==> config.mk <==
export PLATFORM = sky130hd
export DESIGN_NAME = led_matrix_scan
export DESIGN_NICKNAME = d
export VERILOG_FILES = /design/src/rtl/led_matrix_scan.sv
export SDC_FILE = /design/constraint.sdc
export NUM_CORES = 1
export LEC_CHECK = 0
export CORE_ASPECT_RATIO = 1.4
export CORE_MARGIN = 2
export CORE_UTILIZATION = 45
export DETAILED_ROUTE_END_ITERATION = 12
export GPL_TIMING_DRIVEN = 0
export PLACE_DENSITY_LB_ADDON = 0.15
export SETUP_SLACK_MARGIN = 0.1
export SLEW_MARGIN = 10
export SYNTH_ARGS = -nofsm -noshare
export SYNTH_HDL_FRONTEND = slang
export SYNTH_SLANG_ARGS = --single-unit
==> constraint.sdc <==
create_clock -name clk -period 2.49 [get_ports clk]
set_input_delay 0.498 -clock clk [delete_from_list [all_inputs] [get_ports clk]]
set_output_delay 0.498 -clock clk [all_outputs]
set_load 0.02 [all_outputs]
==> src/rtl/led_matrix_scan.sv <==
// Double-buffered 8x8 red/green LED matrix row scanner with inter-row blanking and frame-aligned swaps.
// Optional build macro LED_DIM_EN adds PWM brightness gating inside each row slot.
module led_matrix_scan #(
   parameter int SCAN_DIV  = 1000,
   parameter int BLANK_CYC = 4
) (
   input  logic       clk,
   input  logic       rst,
   input  logic       wr_en,
   input  logic [2:0] wr_row,
   input  logic [7:0] wr_r,
   input  logic [7:0] wr_g,
   input  logic       swap_req,
   input  logic [2:0] bright,
   output logic       swap_pend,
   output logic       swap_ack,
   output logic       frame_start,
   output logic [7:0] row,
   output logic [7:0] colR,
   output logic [7:0] colG
);

   typedef struct packed {
      logic [7:0] r;
      logic [7:0] g;
   } row_pix_t;

   row_pix_t    bank [2][8];
   logic        front_sel;
   logic [15:0] div;
   logic [2:0]  ridx;

   logic        last_div;
   logic        frame_end;
   logic        do_swap;
   logic        lit;
   logic        win;
   row_pix_t    cur;

   assign last_div  = (div == 16'(SCAN_DIV - 1));
   assign frame_end = last_div && (ridx == 3'd7);
   assign do_swap   = frame_end && (swap_pend || swap_req);
   assign lit       = (div >= 16'(BLANK_CYC));
   assign cur       = bank[front_sel][ridx];

`ifdef LED_DIM_EN
   // PWM phase restarts at the end of blanking so every slot gets the same duty pattern.
   logic [2:0] phase;
   assign phase = 3'(div - 16'(BLANK_CYC));
   assign win   = (phase <= bright);
`else
   logic unused_bright;
   assign unused_bright = ^bright;
   assign win           = 1'b1;
`endif

   always_ff @(posedge clk or negedge rst) begin
      if (!rst) begin
         div  <= '0;
         ridx <= '0;
      end else if (last_div) begin
         div  <= '0;
         ridx <= ridx + 3'd1;
      end else begin
         div  <= div + 16'd1;
      end
   end

   // A write in the swap cycle still targets the old back bank, which becomes the new front.
   always_ff @(posedge clk or negedge rst) begin
      if (!rst) begin
         for (int b = 0; b < 2; b++) begin
            for (int i = 0; i < 8; i++) begin
               bank[b][i] <= '0;
            end
         end
      end else if (wr_en) begin
         bank[~front_sel][wr_row] <= '{r: wr_r, g: wr_g};
      end
   end

   always_ff @(posedge clk or negedge rst) begin
      if (!rst) begin
         front_sel   <= 1'b0;
         swap_pend   <= 1'b0;
         swap_ack    <= 1'b0;
         frame_start <= 1'b0;
      end else begin
         frame_start <= frame_end;
         swap_ack    <= do_swap;
         if (do_swap) begin
            front_sel <= ~front_sel;
            swap_pend <= 1'b0;
         end else if (swap_req) begin
            swap_pend <= 1'b1;
         end
      end
   end

   always_ff @(posedge clk or negedge rst) begin
      if (!rst) begin
         row  <= 8'hFF;
         colR <= '0;
         colG <= '0;
      end else if (lit && win) begin
         row  <= ~(8'b1 << ridx);
         colR <= cur.r;
         colG <= cur.g;
      end else begin
         row  <= 8'hFF;
         colR <= '0;
         colG <= '0;
      end
   end

endmodule

==> flow_summary_export.csv, run 1 <==
group,metric,value,unit
power,vdd_drop_max,0.566,mV
logic_synthesis,synth_ff_type,"dfrtp_1",
worst_setup_path,critPathLaunch,"ridx[1]",
clock_tree,cts_tree,"built",
status,status,"complete, but fails checks",
logic_synthesis,netlist_area,13500,um2
floorplan,floorplan.rows,75,
cells_and_area,syn_to_final_growth,15.2,%
cells_and_area,layout-drive-gt1-share,43.3,%
logic_synthesis,yosysUniqueCellTypes,44,
timing,max_freq,0.437,GHz
grt,grt_max_degree,108,
worst_setup_path,worstSetupStartpointType,"flip-flop",
power,sw_frac_of_total,22.1,%
worst_setup_path,cp_max_fo,10,
timing,slew_headroom,45.4,%
routing,firstDrtPassIters,4,
cells_and_area,nNetsFinal,960,
power,internal-power,8.66,mW
routing,ant_nets,0,
logic_synthesis,yosysMostFrequentCell,"dfrtp_1",
cells_and_area,multi_input_area,5610,um2
power,p_switching,2.45,mW
routing,wl_per_cell,22.0,um
clock_tree,tritoncts_num_sinks,303,
power,pwr-share-comb,8.0,%
logic_synthesis,synth.top_cell.area_share,54.5,%
clock_tree,cts_max_path_buffers,3,
placement,io_buffers,47,
worst_setup_path,cp.arrival,2710,ps
timing,finalCriticalPeriod,2290,ps
clock_tree,numCtsBuffers,31,
floorplan,die_h,209,um
run,maxCapViolations,0,
grt,track_usage,19.7,%
floorplan,core,29800,um2
worst_setup_path,cp.required,2910,ps
hold_path,min_path_type,"input pin to async pin",
logic_synthesis,synthTopCellsByArea,"dfrtp_1, mux2_2, mux4_1",
timing,worstMarginPinSlew,819,ps
timing,fin_setup_tns,0,ps
clock_tree,cts_hold_buf,0,
logic_synthesis,syn-num-nets,878,
grt,grt_pass1_wl,47100,um
routing,drt_iter0_drc,304,
worst_setup_path,slowest_stage,"clkbuf_1",
timing,slew_viol_final,0,
grt,grt_pass1_vias,7987,
timing,hold_viol_final,32,
logic_synthesis,synthArstFlopShare,100,%
worst_setup_path,crit_chain,"buf_2, clkbuf_1, mux4_2, mux2i_1, o22ai_1",
timing,timing.final.crit_share,92.0,%
placement,dpl.hpwl,20000,um
routing,wl,29300,um
logic_synthesis,syn_inst,844,
clock_tree,htree_num_levels,1,
logic_synthesis,synth_top_area_cell,"dfrtp_1",
power,pwr-share-clk,41.7,%
logic_synthesis,synth_common_cells,"dfrtp_1, mux2_2, mux2i_1",
placement,place.gp.congestion,0.769,
grt,grt_overflow,0,
routing,vias,7295,
worst_setup_path,critPathMaxStageDelay,630,ps
worst_setup_path,path_buf_inv,2,
timing,worst_hold_slack,-19.6,ps
power,p_leak,6.93,nW
cells_and_area,seq_area,7590,um2
clock_tree,post-cts-setup-buffer-count,0,
routing,viasPerCell,5.46,
clock_tree,path_clk_slew,60,ps
floorplan,die_x,151,um
routing,drc_errors,0,
timing,fin_skew,9.70,ps
logic_synthesis,synth_edf_count,0,
worst_setup_path,rr_startpoint,"ridx[1]",
grt,antenna_found_initial,0,
status,violations,"negative hold slack",
worst_setup_path,critPathCaptureType,"flip-flop",
timing,grt_setup_unrepaired,"no",
power,pwr-share-seq,50.2,%
worst_setup_path,crit_type,"flip-flop to flip-flop",
floorplan,dieArea,31500,um2
cells_and_area,antenna_cells,0,
power,p_per_area,712,nW/um2
logic_synthesis,yosysWarnings,0,
timing,setup_viol,0,
worst_setup_path,cp_top_family,"buffers and inverters",
floorplan,start_util,45.4,%
cells_and_area,n_fill_cell,2527,
floorplan,io_pins,53,
clock_tree,cts-root-buf,"clkbuf_16",
logic_synthesis,seq_area_frac_synth,56.1,%
clock_tree,clock_latency,560,ps
logic_synthesis,synth-seq-cells,303,
logic_synthesis,avgSynthCellArea,16.0,um2
==> worst paths after layout <==
kind / endpoint / slack, ps / cells past startpoint
hold reg to reg: div[15] / 480 / 1
max in group asynchronous: bank[94] / 1100 / 3
hold / removal: bank[186] / -20 / 1
setup / recovery: colR[7] / 200 / 5
min in group clk: div[15] / 480 / 1
setup reg to reg: colR[7] / 200 / 5
==> flip-flops by register name, indices dropped and copies added, names as in the netlist <==
register / cells
div: 16
ridx: 3
bank: 256
swap_ack: 1
row: 8
colG: 8
swap_pend: 1
front_sel: 1
frame_start: 1
colR: 8
==> per-layer routing <==
metal	global-route usage (%)	routed length (um)	up-vias
met3	2.59	979	29
met5	0	0	-
li1	-	-	3302
met2	34.2	15500	103
met1	26.3	12300	3861
met4	4.77	535	0
==> cell families after synthesis <==
group | after synthesis | share of synthesized area, %
flip-flops | 303 | 56.1
multiplexers | 354 | 35.3
AO/OA/AOI/OAI | 19 | 0.896
AND/OR/NAND/NOR | 82 | 3.57
XOR/XNOR | 14 | 0.905
buffers and inverters | 64 | 2.51
adder cells (fa/ha/maj) | 8 | 0.739
==> cell usage in the layout, fill, tap and decap left out, types with 6 or more instances in the layout <==
cell,count
dfrtp_1,295
mux2_2,256
clkdlybuf4s50_1,46
mux2i_1,33
mux4_2,32
mux4_1,31
clkbuf_16,31
nand2_1,23
clkbuf_1,23
buf_2,22
o22ai_1,15
nor2_1,12
clkbuf_8,12
xnor2_1,10
nand3_1,9
buf_4,8
ha_1,8
dfstp_2,8
inv_1,7
nor3_1,7
clkinv_2,7
nor2_2,6
==> power by group through the flow <==
| stage | logic (mW) | registers, mW | clock network, mW |
|---|---|---|---|
| 6_report | 0.892 | 5.58 | 4.64 |
| 5_1_grt | 0.983 | 5.64 | 4.97 |
| 4_1_cts | 0.918 | 5.58 | 4.78 |
| 3_5_place_dp | 0.917 | 5.67 | 0 |
| 3_3_place_gp | 0.879 | 5.67 | 0 |
| 2_1_floorplan | 0.636 | 5.60 | 0 |
==> repair_timing <==
| item | in CTS | in global routing |
|---|---|---|
| cloned | 0 | 0 |
| gates resized for setup | 7 | 3 |
| setup endpoints to repair | 11 | 7 |
==> layout make-up <==
type / instances / share of cell area [%]
flip-flops and latches: 303 / 48.6
repair buffers: 49 / 3.40
plain buffers: 57 / 2.12
multi-input cells: 477 / 36.0
well taps: 385 / 3.09
clock inverters: 9 / 0.473
inverters: 7 / 0.168
clock buffers: 48 / 6.15
==> worst register-to-register path: stages (launching register included) <==
cell and delay (ps):
dfrtp_1 390, buf_2 340, clkbuf_1 640, mux4_2 410
mux2i_1 200, o22ai_1 170
==> per-stage QoR <==
stage / area [um2] / total power, mW / setup slack (ps) / cells / utilization (%)
2_1_floorplan: 13500 / 6.23 / 671 / 844 / -
4_1_cts: 15600 / 11.3 / 79.9 / 1335 / 52.3
5_1_grt: 15600 / 11.6 / 133 / 1335 / 52.3
3_3_place_gp: 14500 / 6.55 / -12500 / 1276 / 48.6
3_5_place_dp: 14600 / 6.59 / -283 / 1278 / 48.8
6_report: 15600 / 11.1 / 200 / 1335 / 52.3
(Power assumes the default switching activity.)
==> run 2: changes to the inputs <==
--- a/config.mk
+++ b/config.mk
@@ -8,9 +8,11 @@
 export CORE_ASPECT_RATIO = 1.4
 export CORE_MARGIN = 2
 export CORE_UTILIZATION = 45
+export CTS_BUF_LIST = sky130_fd_sc_hd__clkbuf_4 sky130_fd_sc_hd__clkbuf_8
 export DETAILED_ROUTE_END_ITERATION = 12
 export GPL_TIMING_DRIVEN = 0
 export PLACE_DENSITY_LB_ADDON = 0.15
+export RECOVER_POWER = 50
 export SETUP_SLACK_MARGIN = 0.1
 export SLEW_MARGIN = 10
 export SYNTH_ARGS = -nofsm -noshare
==> run 2 against run 1 <==
The run now ends clean. Combinational power barely moved. Sequential cell count did not move. Setup slack got worse by 38 ps. Hold slack improved by 480 ps. Clock power fell by 5.4%. Largest cell class unchanged. Largest power group unchanged.
==> flow_summary_export.csv, run 2 (synthesis gave the netlist of run 1 again) <==
group,metric,value,unit
status,status,"completed",
placement,dpl.hpwl,20000,um
worst_setup_path,crit_type,"input pin to flip-flop",
clock_tree,cts_tree,"built",
timing,timing.final.crit_share,93.5,%
timing,setup_viol,0,
cells_and_area,multi_input_area,5580,um2
power,sw_frac_of_total,22.7,%
grt,antenna_found_initial,0,
timing,max_freq,0.430,GHz
placement,place.gp.congestion,0.769,
routing,firstDrtPassIters,4,
grt,track_usage,19.9,%
worst_setup_path,crit_chain,"dlygate4sd3_1, nor2b_1, buf_2, nand2_1, nor2_1, buf_2, mux2_2",
routing,wl_met2,15500,um
clock_tree,post-cts-setup-buffer-count,0,
routing,drt_iter0_drc,266,
clock_tree,path_clk_slew,60,ps
cells_and_area,antenna_cells,0,
power,pwr-share-comb,8.2,%
clock_tree,numCtsBuffers,48,
clock_tree,cts-root-buf,"clkbuf_8",
clock_tree,tritoncts_num_sinks,303,
clock_tree,clock_latency,580,ps
floorplan,floorplan.rows,75,
hold_path,min_delay_path_depth,1,
cells_and_area,largest-register,"bank",
floorplan,start_util,45.4,%
placement,io_buffers,47,
cells_and_area,layout-drive-gt1-share,44.8,%
timing,fin_setup_tns,0,ps
clock_tree,htree_num_levels,2,
routing,vias,7468,
hold_path,min_from,"div[15]",
run,maxCapViolations,0,
worst_setup_path,cp.depth,7,
power,p_per_area,698,nW/um2
worst_setup_path,rr_worst_depth,5,
power,vdd_drop_max,0.450,mV
worst_setup_path,worstSetupStartpointType,"input pin",
routing,wl_per_cell,21.7,um
timing,grt_setup_unrepaired,"no",
power,internal-power,8.40,mW
timing,fin_skew,13.6,ps
worst_setup_path,slowest_stage,"dlygate4sd3_1",
routing,drt-met1-wl,12400,um
grt,grt_pass1_wl,47300,um
clock_tree,cts_max_path_buffers,3,
worst_setup_path,critPathCaptureType,"flip-flop",
cells_and_area,final_common_cell,"dfrtp_1",
worst_setup_path,cp_top_family,"buffers and inverters",
cells_and_area,seq_area,7590,um2
floorplan,die_x,151,um
floorplan,core,29800,um2
cells_and_area,largest_reg_flops,256,
worst_setup_path,critPathMaxStageDelay,530,ps
timing,hold_viol_final,0,
timing,worst_hold_slack,463,ps
routing,routed.top_layer,"met4",
floorplan,io_pins,53,
floorplan,die_h,209,um
worst_setup_path,cp.arrival,2780,ps
worst_setup_path,critPathLaunch,"wr_en",
routing,ant_nets,0,
power,pwr-share-clk,40.4,%
power,p_switching,2.47,mW
worst_setup_path,cp.required,2950,ps
timing,worstMarginPinSlew,812,ps
worst_setup_path,rr_startpoint,"ridx[1]",
routing,wl,29600,um
routing,viasPerCell,5.47,
power,p_leak,6.95,nW
routing,wl_met3,939,um
worst_setup_path,cp_max_fo,10,
timing,slew_headroom,45.8,%
cells_and_area,top_regs,"bank: 256 flops, div: 16 flops",
cells_and_area,n_fill_cell,2547,
grt,grt_max_degree,108,
grt,grt_pass1_vias,8101,
grt,grt_overflow,0,
power,pwr-share-seq,51.4,%
floorplan,dieArea,31500,um2
hold_path,min_path_type,"flip-flop to flip-flop",
cells_and_area,nNetsFinal,978,
timing,finalCriticalPeriod,2330,ps
worst_setup_path,worst_path_most_repeated_cell,"buf_2",
worst_setup_path,path_buf_inv,3,
routing,drc_errors,0,
cells_and_area,layout_common_cells,"dfrtp_1, mux2_2, clkbuf_8",
timing,slew_viol_final,0,
cells_and_area,syn_to_final_growth,14.9,%
[run 2: changes by cell type in the layout (fill, tap and decap cells not counted), moves of 2 or more]
cell / delta
clkinv_2: -4
clkbuf_4: +21
clkbuf_8: +48
clkinvlp_4: +2
clkbuf_16: -31
dlygate4sd3_1: +2
clkbuf_1: -4
[run 2: timing repair]
action / CTS / global route
hold buffers: 1 / 0
resized for setup: 7 / 3
gates cloned: 0 / 0
endpoints found under the setup margin: 11 / 9
hold endpoints to repair: 30 / 0
[run 2: metal layers]
layer,track usage [%],up-vias
met1,25.9,3942
met4,5.99,0
met5,0,-
met2,34.4,119
met3,2.91,57
li1,-,3350
[run 2: per-stage QoR]
stage	util, %	power, mW	std cells	setup slack, ps	cell area (um2)
global placement	48.6	6.55	1276	-12500	14500
global route	52.1	11.3	1365	83.7	15600
floorplan	-	6.23	844	671	13500
CTS	52.3	11.0	1365	75.5	15600
detailed placement	48.8	6.59	1278	-283	14600
finish	52.1	10.9	1365	162	15600
[run 2: area by class of cell]
class	instances	area share, %
clock inverter	5	0.193
sequential	303	48.8
inverter	7	0.169
buffer	57	2.11
multi-input combinational	477	35.8
tap	385	3.10
clock buffer	81	6.32
timing repair buffer	50	3.47
[run 2: power by group through the flow]
| stage | clock (mW) | combinational [mW] | sequential [mW] |
|---|---|---|---|
| 6_report | 4.39 | 0.893 | 5.58 |
| 5_1_grt | 4.73 | 0.982 | 5.64 |
| 4_1_cts | 4.53 | 0.918 | 5.58 |
| 3_5_place_dp | 0 | 0.917 | 5.67 |
| 3_3_place_gp | 0 | 0.879 | 5.67 |
| 2_1_floorplan | 0 | 0.636 | 5.60 |
[run 2: worst paths after layout]
path                       slack (ps)         to
max                               160   bank[27]
min                               460    div[15]
max reg2reg                       200    colR[7]
min reg2reg                       460    div[15]
max in group asynchronous         470   bank[84]
min in group asynchronous         560  bank[188]
==> run 3: changes to the inputs <==
--- a/config.mk
+++ b/config.mk
@@ -5,6 +5,7 @@
 export SDC_FILE = /design/constraint.sdc
 export NUM_CORES = 1
 export LEC_CHECK = 0
+export CAP_MARGIN = 20
 export CORE_ASPECT_RATIO = 1.4
 export CORE_MARGIN = 2
 export CORE_UTILIZATION = 45
==> results of run 3 <==
Same layout as run 2: the final DEF is identical, and so are final timing and power.
